<file path="src/rtl/morse_digit_tx.sv">
// Morse transmitter for a single decimal digit: plays the 5-element pattern on
// morse_out with unit-based dot/dash/gap timing and mirrors progress on letterLEDs.
module morse_digit_tx #(
  parameter int UNIT_CYCLES = 12_500_000
) (
  input  logic       clk,
  input  logic       rst,
  input  logic       start,
  input  logic [3:0] digit,
  input  logic       abort,
  output logic       morse_out,
  output logic       busy,
  output logic       done,
  output logic       error,
  output logic [4:0] letterLEDs
);

  localparam int CW = (UNIT_CYCLES > 2) ? $clog2(UNIT_CYCLES) : 1;
  localparam logic [CW-1:0] CYC_LAST = CW'(UNIT_CYCLES - 1);

  typedef enum logic [2:0] {
    S_IDLE,
    S_MARK,
    S_SPACE,
    S_CHARGAP,
    S_FINISH
  } state_t;

  state_t        state_q, state_d;
  logic [3:0]    digit_q, digit_d;
  logic [2:0]    elem_q, elem_d;
  logic [CW-1:0] cyc_q, cyc_d;
  logic [1:0]    unit_q, unit_d;
  logic          morse_q, morse_d;
  logic          busy_q, busy_d;
  logic          done_q, done_d;
  logic          error_q, error_d;
  logic [4:0]    leds_q, leds_d;

  logic       is_dash;
  logic [1:0] state_units;
  logic       unit_end;
  logic       state_end;

  // Digits 1-5 lead with dots, 6-9 lead with dashes, 0 is all dashes.
  always_comb begin
    is_dash = 1'b1;
    if (digit_q == 4'd0) begin
      is_dash = 1'b1;
    end else if (digit_q <= 4'd5) begin
      is_dash = ({1'b0, elem_q} >= digit_q);
    end else begin
      is_dash = ({1'b0, elem_q} <= (digit_q - 4'd6));
    end
  end

  always_comb begin
    state_units = 2'd1;
    case (state_q)
      S_MARK:    state_units = is_dash ? 2'd3 : 2'd1;
      S_CHARGAP: state_units = 2'd3;
      default:   state_units = 2'd1;
    endcase
  end

  assign unit_end  = (cyc_q == CYC_LAST);
  assign state_end = unit_end && (unit_q == (state_units - 2'd1));

  always_comb begin
    state_d = state_q;
    digit_d = digit_q;
    elem_d  = elem_q;
    cyc_d   = unit_end ? '0 : (cyc_q + CW'(1));
    unit_d  = unit_end ? (unit_q + 2'd1) : unit_q;
    leds_d  = leds_q;
    error_d = 1'b0;

    case (state_q)
      S_IDLE: begin
        cyc_d  = '0;
        unit_d = '0;
        if (start && !abort) begin
          if (digit <= 4'd9) begin
            state_d = S_MARK;
            digit_d = digit;
            elem_d  = '0;
            leds_d  = '0;
          end else begin
            error_d = 1'b1;
          end
        end
      end
      S_MARK: begin
        if (state_end) begin
          leds_d[elem_q] = 1'b1;
          state_d = (elem_q == 3'd4) ? S_CHARGAP : S_SPACE;
        end
      end
      S_SPACE: begin
        if (state_end) begin
          elem_d  = elem_q + 3'd1;
          state_d = S_MARK;
        end
      end
      S_CHARGAP: begin
        if (state_end) begin
          state_d = S_FINISH;
          leds_d  = '0;
        end
      end
      S_FINISH: begin
        state_d = S_IDLE;
        leds_d  = '0;
      end
      default: begin
        state_d = S_IDLE;
        leds_d  = '0;
      end
    endcase

    if (abort && (state_q != S_IDLE)) begin
      state_d = S_IDLE;
      leds_d  = '0;
    end

    // Each state's duration is measured from its own entry.
    if (state_d != state_q) begin
      cyc_d  = '0;
      unit_d = '0;
    end

    // Outputs are decoded from the next state so they are registered yet aligned.
    morse_d = (state_d == S_MARK);
    busy_d  = (state_d == S_MARK) || (state_d == S_SPACE) || (state_d == S_CHARGAP);
    done_d  = (state_d == S_FINISH);
  end

  always_ff @(posedge clk or negedge rst) begin
    if (!rst) begin
      state_q <= S_IDLE;
      digit_q <= '0;
      elem_q  <= '0;
      cyc_q   <= '0;
      unit_q  <= '0;
      morse_q <= 1'b0;
      busy_q  <= 1'b0;
      done_q  <= 1'b0;
      error_q <= 1'b0;
      leds_q  <= '0;
    end else begin
      state_q <= state_d;
      digit_q <= digit_d;
      elem_q  <= elem_d;
      cyc_q   <= cyc_d;
      unit_q  <= unit_d;
      morse_q <= morse_d;
      busy_q  <= busy_d;
      done_q  <= done_d;
      error_q <= error_d;
      leds_q  <= leds_d;
    end
  end

  assign morse_out  = morse_q;
  assign busy       = busy_q;
  assign done       = done_q;
  assign error      = error_q;
  assign letterLEDs = leds_q;

endmodule

</file>
<file path="config.mk">
export PLATFORM = sky130hd
export DESIGN_NAME = morse_digit_tx
export DESIGN_NICKNAME = d
export VERILOG_FILES = /design/src/rtl/morse_digit_tx.sv
export SDC_FILE = /design/constraint.sdc
export NUM_CORES = 1
export LEC_CHECK = 0
export ABC_AREA = 1
export CAP_MARGIN = 15
export CORE_MARGIN = 5
export CORE_UTILIZATION = 30
export DETAILED_ROUTE_END_ITERATION = 10
export PLACE_DENSITY = 0.58
export SKIP_CTS_REPAIR_TIMING = 1
export SLEW_MARGIN = 20
export SYNTH_ARGS = -nofsm -noshare
export SYNTH_HDL_FRONTEND = slang
export SYNTH_SLANG_ARGS = --single-unit
</file>
<file path="constraint.sdc">
create_clock -name clk -period 2.55 [get_ports clk]
set_input_delay 0.51 -clock clk [delete_from_list [all_inputs] [get_ports clk]]
set_output_delay 0.51 -clock clk [all_outputs]
set_load 0.01 [all_outputs]
</file>
==> results of run 1 <==
==> how the worst max path moves through the flow <==
stage	from	endpoint	cells past startpoint
floorplan	digit_q[1]$_DFFE_PN0P_	cyc_q[16]$_DFF_PN0_	21
global route	digit_q[2]$_DFFE_PN0P_	cyc_q[16]$_DFF_PN0_	21
detailed placement	digit_q[1]$_DFFE_PN0P_	cyc_q[0]$_DFF_PN0_	21
finish	digit_q[2]$_DFFE_PN0P_	cyc_q[8]$_DFF_PN0_	19
global placement	digit_q[1]$_DFFE_PN0P_	cyc_q[2]$_DFF_PN0_	21
CTS	digit_q[1]$_DFFE_PN0P_	cyc_q[2]$_DFF_PN0_	21
==> kinds of logic (layout without fill, tap and decap cells) <==
logic type      count (synthesis)  after routing  synth area share
simple gates                  168            168             0.355
flops                          45             45             0.393
compound gates                 36             36            0.0690
fa+ha+maj                       9              9            0.0393
xor+xnor                       16             16            0.0489
buf+inv                        63            101            0.0947
==> flip-flops by register name, indices dropped and copies added (netlist names) <==
signal,count
elem_q,3
cyc_q,24
morse_out,1
done,1
letterLEDs,5
digit_q,4
unit_q,2
busy,1
state_q,3
error,1
==> routing by layer <==
metal	global-route usage	vias to the layer above	wire length (µm)
li1	-	1139	-
met1	0.133	1060	2700
met2	0.171	40	2680
met3	0.0264	6	204
met4	0.0252	0	41
met5	0	-	0
==> synth_stat cells (2+ instances only) <==
| library cell | count |
|---|---|
| nand2_1 | 57 |
| inv_1 | 54 |
| dfrtp_1 | 45 |
| nor2_1 | 28 |
| nor2_4 | 25 |
| o21ai_0 | 22 |
| nand3_1 | 15 |
| xor2_1 | 12 |
| nand4_1 | 10 |
| ha_1 | 9 |
| nand2_2 | 8 |
| nor3_1 | 6 |
| nor2_2 | 5 |
| a21oi_1 | 4 |
| inv_2 | 4 |
| nand3_2 | 4 |
| nor3_2 | 4 |
| xnor2_1 | 4 |
| a31oi_1 | 3 |
| a211oi_1 | 2 |
| buf_12 | 2 |
| buf_2 | 2 |
| nand3_4 | 2 |
| o21ai_1 | 2 |
==> report_power, final <==
group	internal, mW	leakage [nW]	switching (mW)	total [mW]
logic	0.437	0.782	0.592	1.03
registers	0.784	0.616	0.0575	0.841
clock network	0.319	0.0574	0.258	0.577
==> metrics by stage <==
stage | utilization | worst slack [ns]
global route | 0.381 | -0.125
global placement | 0.353 | 0.101
CTS | 0.365 | -0.0177
finish | 0.381 | 0.0503
detailed placement | 0.353 | 0.0232
floorplan | - | 0.165
==> area by class of cell <==
class                      count  area (µm²)
clock inverter                 2        37.5
timing repair buffer          34         358
tap                          129         161
fill                         969        5750
clock buffer                   6        82.6
sequential                    45        1130
multi-input combinational    229        1550
inverter                      59         221
==> load_flow_metrics.sql, run 1 <==
INSERT INTO impl_metrics (metric_group, metric, value, unit) VALUES
('run_status', 'result_of_the_run', 'finished clean', ''),
('floorplanning', 'die_x', '108', 'µm'),
('power_and_ir_drop', 'total_leakage_power', '1.45', 'nW'),
('layout', 'post-route-cell-area', '3540', 'µm²'),
('global_routing', 'antenna_found_initial', '0', ''),
('synth', 'synth.avg_cell_area', '8.51', 'µm²'),
('place', 'dp_hpwl', '4140', 'µm'),
('timing', 'post-route-period-util', '0.980', ''),
('power_and_ir_drop', 'power.total', '2.45', 'mW'),
('floorplanning', 'std_cell_rows', '35', ''),
('clock_tree', 'clk_path_buf_depth', '2', ''),
('global_routing', 'number_of_global_route_vias_before_repair', '2234', ''),
('synth', 'yosysSeqAreaShare', '0.393', ''),
('timing', 'skew', '0.0177', 'ns'),
('synth', 'synth-warning-count', '0', ''),
('route', 'routed_wl', '5630', 'µm'),
('setup_path', 'data_arrival_time_at_the_worst_slack_endpoint', '2.68', 'ns'),
('synth', 'post_synth_inst_count', '337', ''),
('layout', 'synthToLayoutAreaGrowth', '23.4', '%'),
('power_and_ir_drop', 'peakVddDrop', '0.000308', 'V'),
('place', 'dpl.cell_count', '490', ''),
('synth', 'synth_top_flop_cell', 'dfrtp_1', ''),
('worst_hold_path', 'hold_class', 'in -> async', ''),
('floorplanning', 'die-area', '11600', 'µm²'),
('timing', 'worst_slew_pin_slew', '0.470', 'ns'),
('clock_tree', 'cts_inserted_buffers', '5', ''),
('route', 'drtIter0Drc', '62', ''),
('layout', 'insertedDiodeCount', '0', ''),
('floorplanning', 'fp.coreArea', '9280', 'µm²'),
('synth', 'synth.top_cell.area_share', '0.393', ''),
('layout', 'layout-drive-gt1-share', '0.267', ''),
('layout', 'finalNonFillerCells', '504', ''),
('setup_path', 'cp_slowest_cell', 'dfrtp_1', ''),
('clock_tree', 'clock_insertion_delay_at_the_later_pin_of_the_skew_report', '0.31', 'ns'),
('global_routing', 'global_route_wire_length_before_repair', '9890', 'µm'),
('timing', 'rsz0062_at_grt', 'yes', ''),
('clock_tree', 'clock_tree.htree_level_count', '2', ''),
('setup_path', 'crit_required', '2.73', 'ns'),
('synth', 'synth.area.top_cells', 'dfrtp_1, nor2_4, nand2_1', ''),
('floorplanning', 'fp.dieH', '108', 'µm'),
('floorplanning', 'design.portCount', '17', ''),
('timing', 'setup_viol_count_final', '0', ''),
('synth', 'synth.cell_area', '2870', 'µm²'),
('power_and_ir_drop', 'power.density_cell_area', '692', 'nW/µm²'),
('route', 'route.detailed.vias_per_inst', '4.45', ''),
('clock_tree', 'tritoncts', 'yes', ''),
('timing', 'hold_ws', '0.166', 'ns'),
('synth', 'synth_enable_flop_cells', '0', ''),
('timing', 'min_period', '2.50', 'ns'),
('clock_tree', 'tritoncts_num_sinks', '45', ''),
('timing', 'fmaxAchievable', '0.400', 'GHz'),
('synth', 'syn_nets', '354', ''),
('setup_path', 'critical_path.reg2reg.endpoint', 'cyc_q[8]$_DFF_PN0_', ''),
('clock_tree', 'cts-root-buf', 'clkbuf_8', ''),
('synth', 'cell_type_contributing_the_most_total_cell_area_after_synthesis', 'dfrtp_1', ''),
('synth', 'postSynth.asyncResetShare', '1.00', ''),
('clock_tree', 'cts.clk_slew.worst_paths', '0.10', 'ns'),
('place', 'place_area', '3270', 'µm²'),
('floorplanning', 'initial_core_util', '0.309', ''),
('timing', 'max-slew-margin-rel', '0.684', ''),
('setup_path', 'critPathMostFrequentCell', 'nand2_1', ''),
('global_routing', 'track_usage', '0.103', ''),
('synth', 'synth.lib_cells_used.distinct', '32', ''),
('timing', 'hold_viol', '0', ''),
('setup_path', 'path_max_fanout', '7', ''),
('setup_path', 'critical_path.top_delay_family', 'simple AND/OR/NAND/NOR gates', ''),
('place', 'gp_congestion', '0.849', ''),
('place', 'port_buffers', '16', ''),
('global_routing', 'largest_net_degree_at_the_start_of_global_routing', '46', ''),
('run', 'max_cap_viol_count', '0', ''),
('layout', 'most-common-layout-cells', 'nand2_1, inv_1, dfrtp_1', '');
No activity file was read; power rests on OpenSTA's default activity.
==> inputs of run 2 (changes only) <==
--- a/config.mk
+++ b/config.mk
@@ -12,7 +12,7 @@
 export DETAILED_ROUTE_END_ITERATION = 10
 export PLACE_DENSITY = 0.58
 export SKIP_CTS_REPAIR_TIMING = 1
-export SLEW_MARGIN = 20
+export SLEW_MARGIN = 5
 export SYNTH_ARGS = -nofsm -noshare
 export SYNTH_HDL_FRONTEND = slang
 export SYNTH_SLANG_ARGS = --single-unit
==> results of run 2 <==
The final DEF is identical to that of run 1; final timing and power are the same.
==> inputs of run 3 (changes only) <==
--- a/config.mk
+++ b/config.mk
@@ -8,9 +8,9 @@
 export ABC_AREA = 1
 export CAP_MARGIN = 15
 export CORE_MARGIN = 5
-export CORE_UTILIZATION = 30
+export CORE_UTILIZATION = 45
 export DETAILED_ROUTE_END_ITERATION = 10
-export PLACE_DENSITY = 0.58
+export PLACE_DENSITY = 0.76
 export SKIP_CTS_REPAIR_TIMING = 1
 export SLEW_MARGIN = 5
 export SYNTH_ARGS = -nofsm -noshare
==> constraint.sdc (replaced) <==
create_clock -name clk -period 2.55 [get_ports clk]
set_input_delay 0.51 -clock clk [delete_from_list [all_inputs] [get_ports clk]]
set_output_delay 0.51 -clock clk [all_outputs]
set_load 0.02 [all_outputs]
==> load_flow_metrics.sql, run 3 (synthesized netlist as in run 1, its figures left out) <==
INSERT INTO impl_metrics (metric_group, metric, value, unit) VALUES
('run_status', 'result_of_the_run', 'finished clean', ''),
('floorplanning', 'design.portCount', '17', ''),
('floorplanning', 'std_cell_rows', '29', ''),
('place', 'port_buffers', '16', ''),
('timing', 'slew_violations', '0', ''),
('power_and_ir_drop', 'power.density_cell_area', '711', 'nW/µm²'),
('clock_tree', 'clock_tree.htree_level_count', '2', ''),
('setup_path', 'worst-r2r-setup-slack', '0.03', 'ns'),
('place', 'dp_hpwl', '4070', 'µm'),
('setup_path', 'crit_required', '2.74', 'ns'),
('layout', 'most-common-layout-cells', 'nand2_1, inv_1, dfrtp_1', ''),
('setup_path', 'cp_cell_sequence', 'ha_1 > inv_2 > ha_4 > nand2_2 > nor2_2 > nor2_1 > nand2_1 > nand2_1 > nand3_2 > nand2_1 > nand2_2 > nand3_4 > nand2_2 > inv_2 > nor2_2 > nand2_2 > nand2_2 > nand2_2 > nand3_4 > buf_12 > nor2_4', ''),
('layout', 'finalNonFillerCells', '447', ''),
('setup_path', 'data_arrival_time_at_the_worst_slack_endpoint', '2.71', 'ns'),
('layout', 'final_net_count', '386', ''),
('power_and_ir_drop', 'peakVddDrop', '0.000463', 'V'),
('clock_tree', 'tritoncts_num_sinks', '45', ''),
('clock_tree', 'cts_inserted_buffers', '5', ''),
('run', 'max_cap_viol_count', '0', ''),
('power_and_ir_drop', 'total_leakage_power', '1.41', 'nW'),
('floorplanning', 'die-area', '8070', 'µm²'),
('timing', 'fmaxAchievable', '0.397', 'GHz'),
('place', 'place_area', '3170', 'µm²'),
('route', 'drt_pre_antenna_iters', '4', ''),
('layout', 'largest_register_ffs', '24', ''),
('timing', 'max-slew-margin-rel', '0.670', ''),
('setup_path', 'path_class', 'reg -> reg', ''),
('setup_path', 'critPathMostFrequentCell', 'nand2_2', ''),
('layout', 'largest_register', 'cyc_q', ''),
('timing', 'hold_viol', '0', ''),
('global_routing', 'track_usage', '0.137', ''),
('global_routing', 'number_of_global_route_vias_before_repair', '2185', ''),
('route', 'number_of_vias_after_detailed_routing', '2241', ''),
('timing', 'min_period', '2.52', 'ns'),
('floorplanning', 'fp.coreArea', '6280', 'µm²'),
('route', 'final_antenna_net_count', '0', ''),
('floorplanning', 'die_x', '89.8', 'µm'),
('floorplanning', 'initial_core_util', '0.457', ''),
('floorplanning', 'fp.dieH', '89.8', 'µm'),
('clock_tree', 'clock_insertion_delay_at_the_later_pin_of_the_skew_report', '0.30', 'ns'),
('route', 'route.detailed.drc', '0', ''),
('clock_tree', 'tritoncts', 'yes', ''),
('global_routing', 'antenna_found_initial', '0', ''),
('layout', 'commonest_non_fill_non_tap_cell_in_the_layout', 'nand2_1', ''),
('timing', 'setup_viol_count_final', '0', ''),
('setup_path', 'worst_setup_path_end_kind', 'register', ''),
('layout', 'synthToLayoutAreaGrowth', '19.2', '%'),
('layout', 'post-route-cell-area', '3420', 'µm²'),
('clock_tree', 'cts-root-buf', 'clkbuf_8', ''),
('timing', 'post-route-period-util', '0.987', ''),
('global_routing', 'overflow', '0', ''),
('timing', 'worst_slew_pin_slew', '0.492', 'ns'),
('route', 'routed_wl', '5520', 'µm'),
('setup_path', 'path_max_fanout', '8', ''),
('global_routing', 'global_route_wire_length_before_repair', '9410', 'µm'),
('layout', 'layout-drive-gt1-share', '0.254', ''),
('route', 'route.detailed.vias_per_inst', '5.01', ''),
('setup_path', 'cp_num_buf_inv', '3', ''),
('global_routing', 'largest_net_degree_at_the_start_of_global_routing', '26', ''),
('setup_path', 'worst_path_largest_cell_delay', '0.39', 'ns'),
('setup_path', 'critical_path.top_delay_family', 'simple AND/OR/NAND/NOR gates', ''),
('worst_hold_path', 'hold_class', 'in -> async', ''),
('layout', 'insertedDiodeCount', '0', ''),
('timing', 'skew', '0.0106', 'ns'),
('setup_path', 'cp_slowest_cell', 'dfrtp_1', ''),
('clock_tree', 'cts.clk_slew.worst_paths', '0.09', 'ns'),
('place', 'gp_congestion', '0.897', ''),
('timing', 'rsz0062_at_grt', 'yes', ''),
('place', 'dpl.cell_count', '435', ''),
('setup_path', 'critPathLaunchType', 'register', ''),
('route', 'routed_wire_length_per_instance', '12.3', 'µm'),
('route', 'drtIter0Drc', '61', ''),
('clock_tree', 'clk_path_buf_depth', '2', '');
-- run 3: cell count changes in the layout (fill, tap and decap cells not counted), sizes merged --
cell	change
buf	-5
-- run 3: final timing paths --
kind,start,end,cells past startpoint
min in group clk,cyc_q[0]$_DFF_PN0_,cyc_q[0]$_DFF_PN0_,1
worst min-delay path,rst,cyc_q[20]$_DFF_PN0_,1
worst max-delay path,digit_q[2]$_DFFE_PN0P_,cyc_q[13]$_DFF_PN0_,21
worst max register to register,digit_q[2]$_DFFE_PN0P_,cyc_q[13]$_DFF_PN0_,21
worst min register to register,cyc_q[0]$_DFF_PN0_,cyc_q[0]$_DFF_PN0_,1
max in group asynchronous,rst,error$_DFF_PN0_,2
-- run 3: cell type report --
class / count / area (µm²)
Clock buffer: 6 / 82.6
Clock inverter: 2 / 37.5
Fill cell: 568 / 2860
Inverter: 59 / 221
Multi-Input combinational cell: 229 / 1550
Sequential cell: 45 / 1130
Tap cell: 77 / 96.3
Timing Repair Buffer: 29 / 308
-- run 3: stage by stage --
stage	worst slack [ns]	hold slack [ns]	power (mW)	util	TNS [ns]
6_report	0.0332	0.151	2.43	0.544	0
2_1_floorplan	0.165	0.214	1.50	-	0
3_3_place_gp	0.135	0.440	1.72	0.505	0
3_5_place_dp	-0.00510	0.452	1.74	0.505	-0.00572
4_1_cts	-0.0192	0.159	2.32	0.525	-0.158
5_1_grt	-0.146	0.178	2.59	0.544	-2.89
-- run 3: metal layers --
metal | track usage | share of wire | up-vias
met5 | 0 | 0 | -
met4 | 0.0365 | 0.011 | 0
met3 | 0.0284 | 0.029 | 8
met2 | 0.251 | 0.53 | 38
met1 | 0.160 | 0.43 | 1069
li1 | - | - | 1126
-- run 3: worst register-to-register path, cell delays in order (launching register included) --
cell and delay, ns:
dfrtp_1 0.39, ha_1 0.29, inv_2 0.05, ha_4 0.26
nand2_2 0.04, nor2_2 0.09, nor2_1 0.04, nand2_1 0.05
nand2_1 0.06, nand3_2 0.07, nand2_1 0.06, nand2_2 0.10
nand3_4 0.11, nand2_2 0.11, inv_2 0.04, nor2_2 0.08
nand2_2 0.06, nand2_2 0.08, nand2_2 0.08, nand3_4 0.13
buf_12 0.18, nor2_4 0.05
-- run 3: power breakdown --
part | total [mW] | internal (mW) | switching, mW
registers | 0.839 | 0.783 | 0.0552
clock network | 0.565 | 0.319 | 0.247
logic | 1.03 | 0.430 | 0.596
